===== src/rtl/adder_pkg.sv =====
// Shared types and sizing helpers for the digit-serial adder.
package adder_pkg;

  typedef enum logic [1:0] {
    IDLE = 2'd0,
    BUSY = 2'd1,
    DONE = 2'd2
  } state_t;

  function automatic int num_digits(input int width, input int digit);
    return width / digit;
  endfunction

  // Digit counter needs at least one bit even when a single digit covers the word.
  function automatic int cnt_width(input int n_digits);
    return (n_digits > 1) ? $clog2(n_digits) : 1;
  endfunction

endpackage


===== src/rtl/digit_adder.sv =====
// Combinational DIGIT-bit ripple adder; also exposes the carry into its MSB for overflow detection.
module digit_adder #(
  parameter int DIGIT = 4
) (
  input  logic [DIGIT-1:0] a,
  input  logic [DIGIT-1:0] b,
  input  logic             cin,
  output logic [DIGIT-1:0] sum,
  output logic             cout,
  output logic             c_msb
);

  logic [DIGIT:0] c;

  assign c[0] = cin;

  for (genvar i = 0; i < DIGIT; i++) begin : g_fa
    full_adder u_fa (
      .a    (a[i]),
      .b    (b[i]),
      .cin  (c[i]),
      .s    (sum[i]),
      .cout (c[i+1])
    );
  end

  assign cout  = c[DIGIT];
  assign c_msb = c[DIGIT-1];

endmodule


===== src/rtl/full_adder.sv =====
// Single-bit full adder cell, the building block of the digit ripple chain.
module full_adder (
  input  logic a,
  input  logic b,
  input  logic cin,
  output logic s,
  output logic cout
);

  assign s    = a ^ b ^ cin;
  assign cout = (a & b) | (a & cin) | (b & cin);

endmodule


===== src/rtl/digit_serial_adder.sv =====
// Adds/subtracts two WIDTH-bit operands DIGIT bits per clock with valid/ready on both sides.
module digit_serial_adder
  import adder_pkg::*;
#(
  parameter int WIDTH = 16,
  parameter int DIGIT = 4
) (
  input  logic             clk,
  input  logic             rst_n,
  input  logic             in_valid,
  output logic             in_ready,
  input  logic [WIDTH-1:0] A,
  input  logic [WIDTH-1:0] B,
  input  logic             Cin,
  input  logic             SUB,
  output logic             out_valid,
  input  logic             out_ready,
  output logic [WIDTH-1:0] S,
  output logic             Cout,
  output logic             OVF
);

  localparam int NUM_DIGITS = num_digits(WIDTH, DIGIT);
  localparam int CNT_W      = cnt_width(NUM_DIGITS);
  localparam logic [CNT_W-1:0] LAST = CNT_W'(NUM_DIGITS - 1);

  if (WIDTH < 1 || DIGIT < 1 || (WIDTH % DIGIT) != 0) begin : g_param_check
    $error("digit_serial_adder: DIGIT must divide WIDTH exactly");
  end

  state_t           state, state_nxt;
  logic [CNT_W-1:0] cnt;
  logic [WIDTH-1:0] a_r, b_r, sum_sh, sum_nxt;
  logic             carry;
  logic [DIGIT-1:0] d_sum;
  logic             d_cout, d_cmsb;

  digit_adder #(.DIGIT(DIGIT)) u_digit (
    .a     (a_r[DIGIT-1:0]),
    .b     (b_r[DIGIT-1:0]),
    .cin   (carry),
    .sum   (d_sum),
    .cout  (d_cout),
    .c_msb (d_cmsb)
  );

  // New digit enters at the MSB end so the word is aligned after the last digit.
  assign sum_nxt = (sum_sh >> DIGIT) | (WIDTH'(d_sum) << (WIDTH - DIGIT));

  always_ff @(posedge clk) begin
    if (!rst_n) state <= IDLE;
    else        state <= state_nxt;
  end

  always_comb begin
    state_nxt = state;
    in_ready  = 1'b0;
    out_valid = 1'b0;
    case (state)
      IDLE: begin
        in_ready = 1'b1;
        if (in_valid) state_nxt = BUSY;
      end
      BUSY: begin
        if (cnt == LAST) state_nxt = DONE;
      end
      DONE: begin
        out_valid = 1'b1;
        if (out_ready) state_nxt = IDLE;
      end
      default: state_nxt = IDLE;
    endcase
  end

  // Operand shifters and running carry; subtraction is folded in as A + ~B + ~Cin.
  always_ff @(posedge clk) begin
    if (state == IDLE && in_valid) begin
      a_r   <= A;
      b_r   <= B ^ {WIDTH{SUB}};
      carry <= Cin ^ SUB;
    end else if (state == BUSY) begin
      a_r    <= a_r >> DIGIT;
      b_r    <= b_r >> DIGIT;
      carry  <= d_cout;
      sum_sh <= sum_nxt;
    end
  end

  // Digit counter and the captured result, which holds until the next capture.
  always_ff @(posedge clk) begin
    if (!rst_n) begin
      cnt  <= '0;
      S    <= '0;
      Cout <= 1'b0;
      OVF  <= 1'b0;
    end else if (state == IDLE && in_valid) begin
      cnt <= '0;
    end else if (state == BUSY) begin
      cnt <= cnt + 1'b1;
      if (cnt == LAST) begin
        S    <= sum_nxt;
        Cout <= d_cout;
        OVF  <= d_cmsb ^ d_cout;
      end
    end
  end

endmodule

===== config.mk =====
export PLATFORM = sky130hd
export DESIGN_NAME = digit_serial_adder
export DESIGN_NICKNAME = d
export VERILOG_FILES = /design/src/rtl/adder_pkg.sv /design/src/rtl/digit_adder.sv /design/src/rtl/full_adder.sv /design/src/rtl/digit_serial_adder.sv
export SDC_FILE = /design/constraint.sdc
export NUM_CORES = 1
export LEC_CHECK = 0
export ABC_AREA = 1
export CORE_MARGIN = 3
export CORE_UTILIZATION = 24
export CTS_CLUSTER_SIZE = 40
export DETAILED_ROUTE_END_ITERATION = 10
export SLEW_MARGIN = 25
export SYNTH_ARGS = -nofsm -noshare
export SYNTH_HDL_FRONTEND = slang
export SYNTH_SLANG_ARGS = --single-unit

===== constraint.sdc =====
create_clock -name clk -period 5.1 [get_ports clk]
set_input_delay 0.765 -clock clk [delete_from_list [all_inputs] [get_ports clk]]
set_output_delay 0.765 -clock clk [all_outputs]
set_load 0.05 [all_outputs]

==> key figures <==
Run status
  – Outcome: finished, final reports clean

Clock tree
  – TritonCTS clock tree: built
  – Num CTS Buffers: 9
  – Clock transition at path regs: 0.05 ns
  – Post-CTS sizing: 0
  – CTS sink count: 67
  – Maximum clock path buffer count: 2
  – H-Tree Depth: 3
  – Postcts setup bufs: 0
  – Root Buffer: clkbuf_16
  – Clock insertion delay at the later pin of the skew report: 0.32 ns
  – Hold buffers post-CTS: 0

Die
  – DIE WIDTH: 117.1 um
  – Ports: 58
  – Die height: 117.1 um
  – Initial core utilization: 25.19%
  – Core Box Area: 11760 um^2
  – Row Count: 39
  – Area of the die: 13710 um^2

Critical path
  – Critical Path AT: 1.83 ns
  – Reg2Reg Depth: 10
  – Worst EP required: 4.34 ns
  – Crit Path Category: register to primary output
  – Reg2Reg Setup Slack: 2.72 ns
  – Worst reg2reg path startpoint: carry
  – Reg2Reg Capture Point: S[15]
  – CP Max Fanout: 4
  – Critical Path End Type: primary output
  – Startpoint types: register

Hold path
  – Hold path cells: 0
  – Hold Path Class: register to register
  – Hold endpoint: sum_sh[4]
  – Startpoint of the worst hold path: sum_sh[8]

Cells and area
  – Final nets: 416
  – Filler Cells Inserted: 1217
  – Storage cell area: 1792 um^2
  – Layout area overhead: 32.73%
  – Multi-input logic area: 934.6 um^2
  – Ant. Diodes: 0
  – Fraction of layout cells with a size suffix above 1: 5.026%

Global routing
  – Vias in the first global route: 1957
  – Gr ovfl total: 0
  – Initial antenna violation count: 0
  – Largest net degree at the start of global routing: 38
  – First-pass GRT wire length: 9156 um
  – Gr usage total: 8.697%

Yosys
  – Top post-synthesis cells by area: edfxtp_1, nand2_1, dfxtp_1
  – Sequential area share after synthesis: 60.47%
  – Top-area cell type share of the netlist area: 45.61%
  – Netlist cell types: 20
  – Synthesized Nets: 359
  – Synth warn: 0
  – Synthesized area per cell: 9.376 um^2
  – Synthesized area: 2963 um^2
  – Yosys top cell by area: edfxtp_1
  – #FFs+latches synth: 67
  – Gate Count Post-Synth: 316

Timing
  – Setup TNS: 0 ns
  – Worst hold slack: 0.4526 ns
  – Crit share post-route: 50.88%
  – Clk_skew: 0.004091 ns
  – Final Hold Viols: 0
  – Worst slew pin tran: 0.9325 ns
  – Fin. max-slew vios: 0
  – Min Tclk post-route: 2.595 ns
  – Maximum clock frequency: 0.3854 GHz
  – Final setup vio count: 0
  – Max-slew headroom: 37.64%
  – Final worst slack: 2.505 ns
  – RSZ-0062 raised after global routing: no

Job
  – Max cap viols: 0

Placed design
  – Worst slack, placed: 2.627 ns
  – Port bufs: 57
  – HPWL after DPL: 3745 um
  – Final RePlAce weighted congestion: 0.7132

Pwr
  – Worst IR Drop VDD: 0.1444 mV
  – Leakage: 0.001719 uW
  – Power Density: 352.4 nW/um^2
  – Pwr Total: 1386 uW

Drt
  – WL/cell: 10.35 um
  – First drt pass iteration count: 4
  – Antenna-violating nets left: 0
  – DRC: 0
  – Starting DRT DRC Count: 132
  – Avg Vias per Cell: 3.764
  – Final wirelength: 5610 um
  – Routed vias: 2040
worst max-delay path: stages (launching register included):
cell	delay, ns
dfxtp_1	0.37
inv_1	0.12
nor2_1	0.19
clkdlybuf4s50_1	0.84
cell usage after synthesis:
master	count
edfxtp_1	45
nor2_1	46
xor2_1	13
inv_1	38
nand2_1	122
dfxtp_1	22
nand2_4	1
ha_1	1
inv_4	1
nand3_1	1
fa_1	4
buf_4	2
clkbuf_1	2
nor2_2	1
nand3_4	1
a21oi_1	4
buf_6	4
buf_2	3
clkbuf_4	1
xnor2_1	4
flip-flops by register name (all words and copies together), names as in the netlist:
signal,flops
Cout,1
OVF,1
S,16
a_r,16
b_r,16
carry,1
cnt,2
state,2
sum_sh,12
worst max-delay path by stage:
| stage | startpoint | endpoint | slack, ns | cells past startpoint |
|---|---|---|---|---|
| after floorplan | state[0] | a_r[0] | 2.74 | 4 |
| after global placement | SUB | b_r[7] | 2.64 | 4 |
| after detailed placement | in_valid | a_r[13] | 2.63 | 4 |
| after CTS | state[1] | out_valid | 2.51 | 3 |
| after global routing | state[1] | out_valid | 2.41 | 3 |
| final | state[1] | out_valid | 2.50 | 3 |
report_power, final:
| group | switching [uW] | leakage [uW] | internal (uW) | total [uW] |
|---|---|---|---|---|
| clock | 207 | 0.000137 | 354 | 561 |
| sequential | 17.5 | 0.000624 | 652 | 669 |
| combinational | 89.5 | 0.000958 | 65.7 | 155 |
| total | 315 | 0.00172 | 1070 | 1390 |
cell usage in the layout, fill, tap and decap left out, drive strengths merged:
cell type      instances
nand3                  2
clkbuf                14
edfxtp                45
dfxtp                 22
inv                   39
nand2                123
xor2                  13
clkdlybuf4s50         57
clkinv                 2
a21oi                  4
xnor2                  4
nor2                  47
ha                     1
fa                     4
buf                    1
per-stage QoR:
stage          area (um^2)  utilization, %  instances
2_1_floorplan         2963               -        316
3_3_place_gp          3656           31.09        526
4_1_cts               3933           33.44        542
3_5_place_dp          3659           31.11        526
5_1_grt               3933           33.44        542
6_report              3933           33.44        542
layout make-up:
class | count | area share [%]
Clock inverter | 2 | 0.2545
Sequential cell | 67 | 45.56
Clock buffer | 14 | 6.713
Multi-Input combinational cell | 198 | 23.77
Timing Repair Buffer | 58 | 14.70
Tap cell | 164 | 5.218
Inverter | 39 | 3.786
metal layers:
| metal | share of wire, % | global-route usage [%] |
|---|---|---|
| met4 | 1.0 | 2.294 |
| met5 | 0 | 0 |
| met2 | 46 | 13.69 |
| met1 | 45 | 10.69 |
| met3 | 8.1 | 4.267 |
cells by family (layout without fill, tap and decap cells):
family	after synthesis	after routing	synth area share, %
AOI/OAI and AO/OA	4	4	0.6757
xor gates and xnor gates	17	17	5.025
adders and majority gates	5	5	3.125
buffers and inverters	51	113	8.066
DFF	67	67	60.47
and+or+nand+nor	172	172	22.64
(Power assumes the default switching activity.)
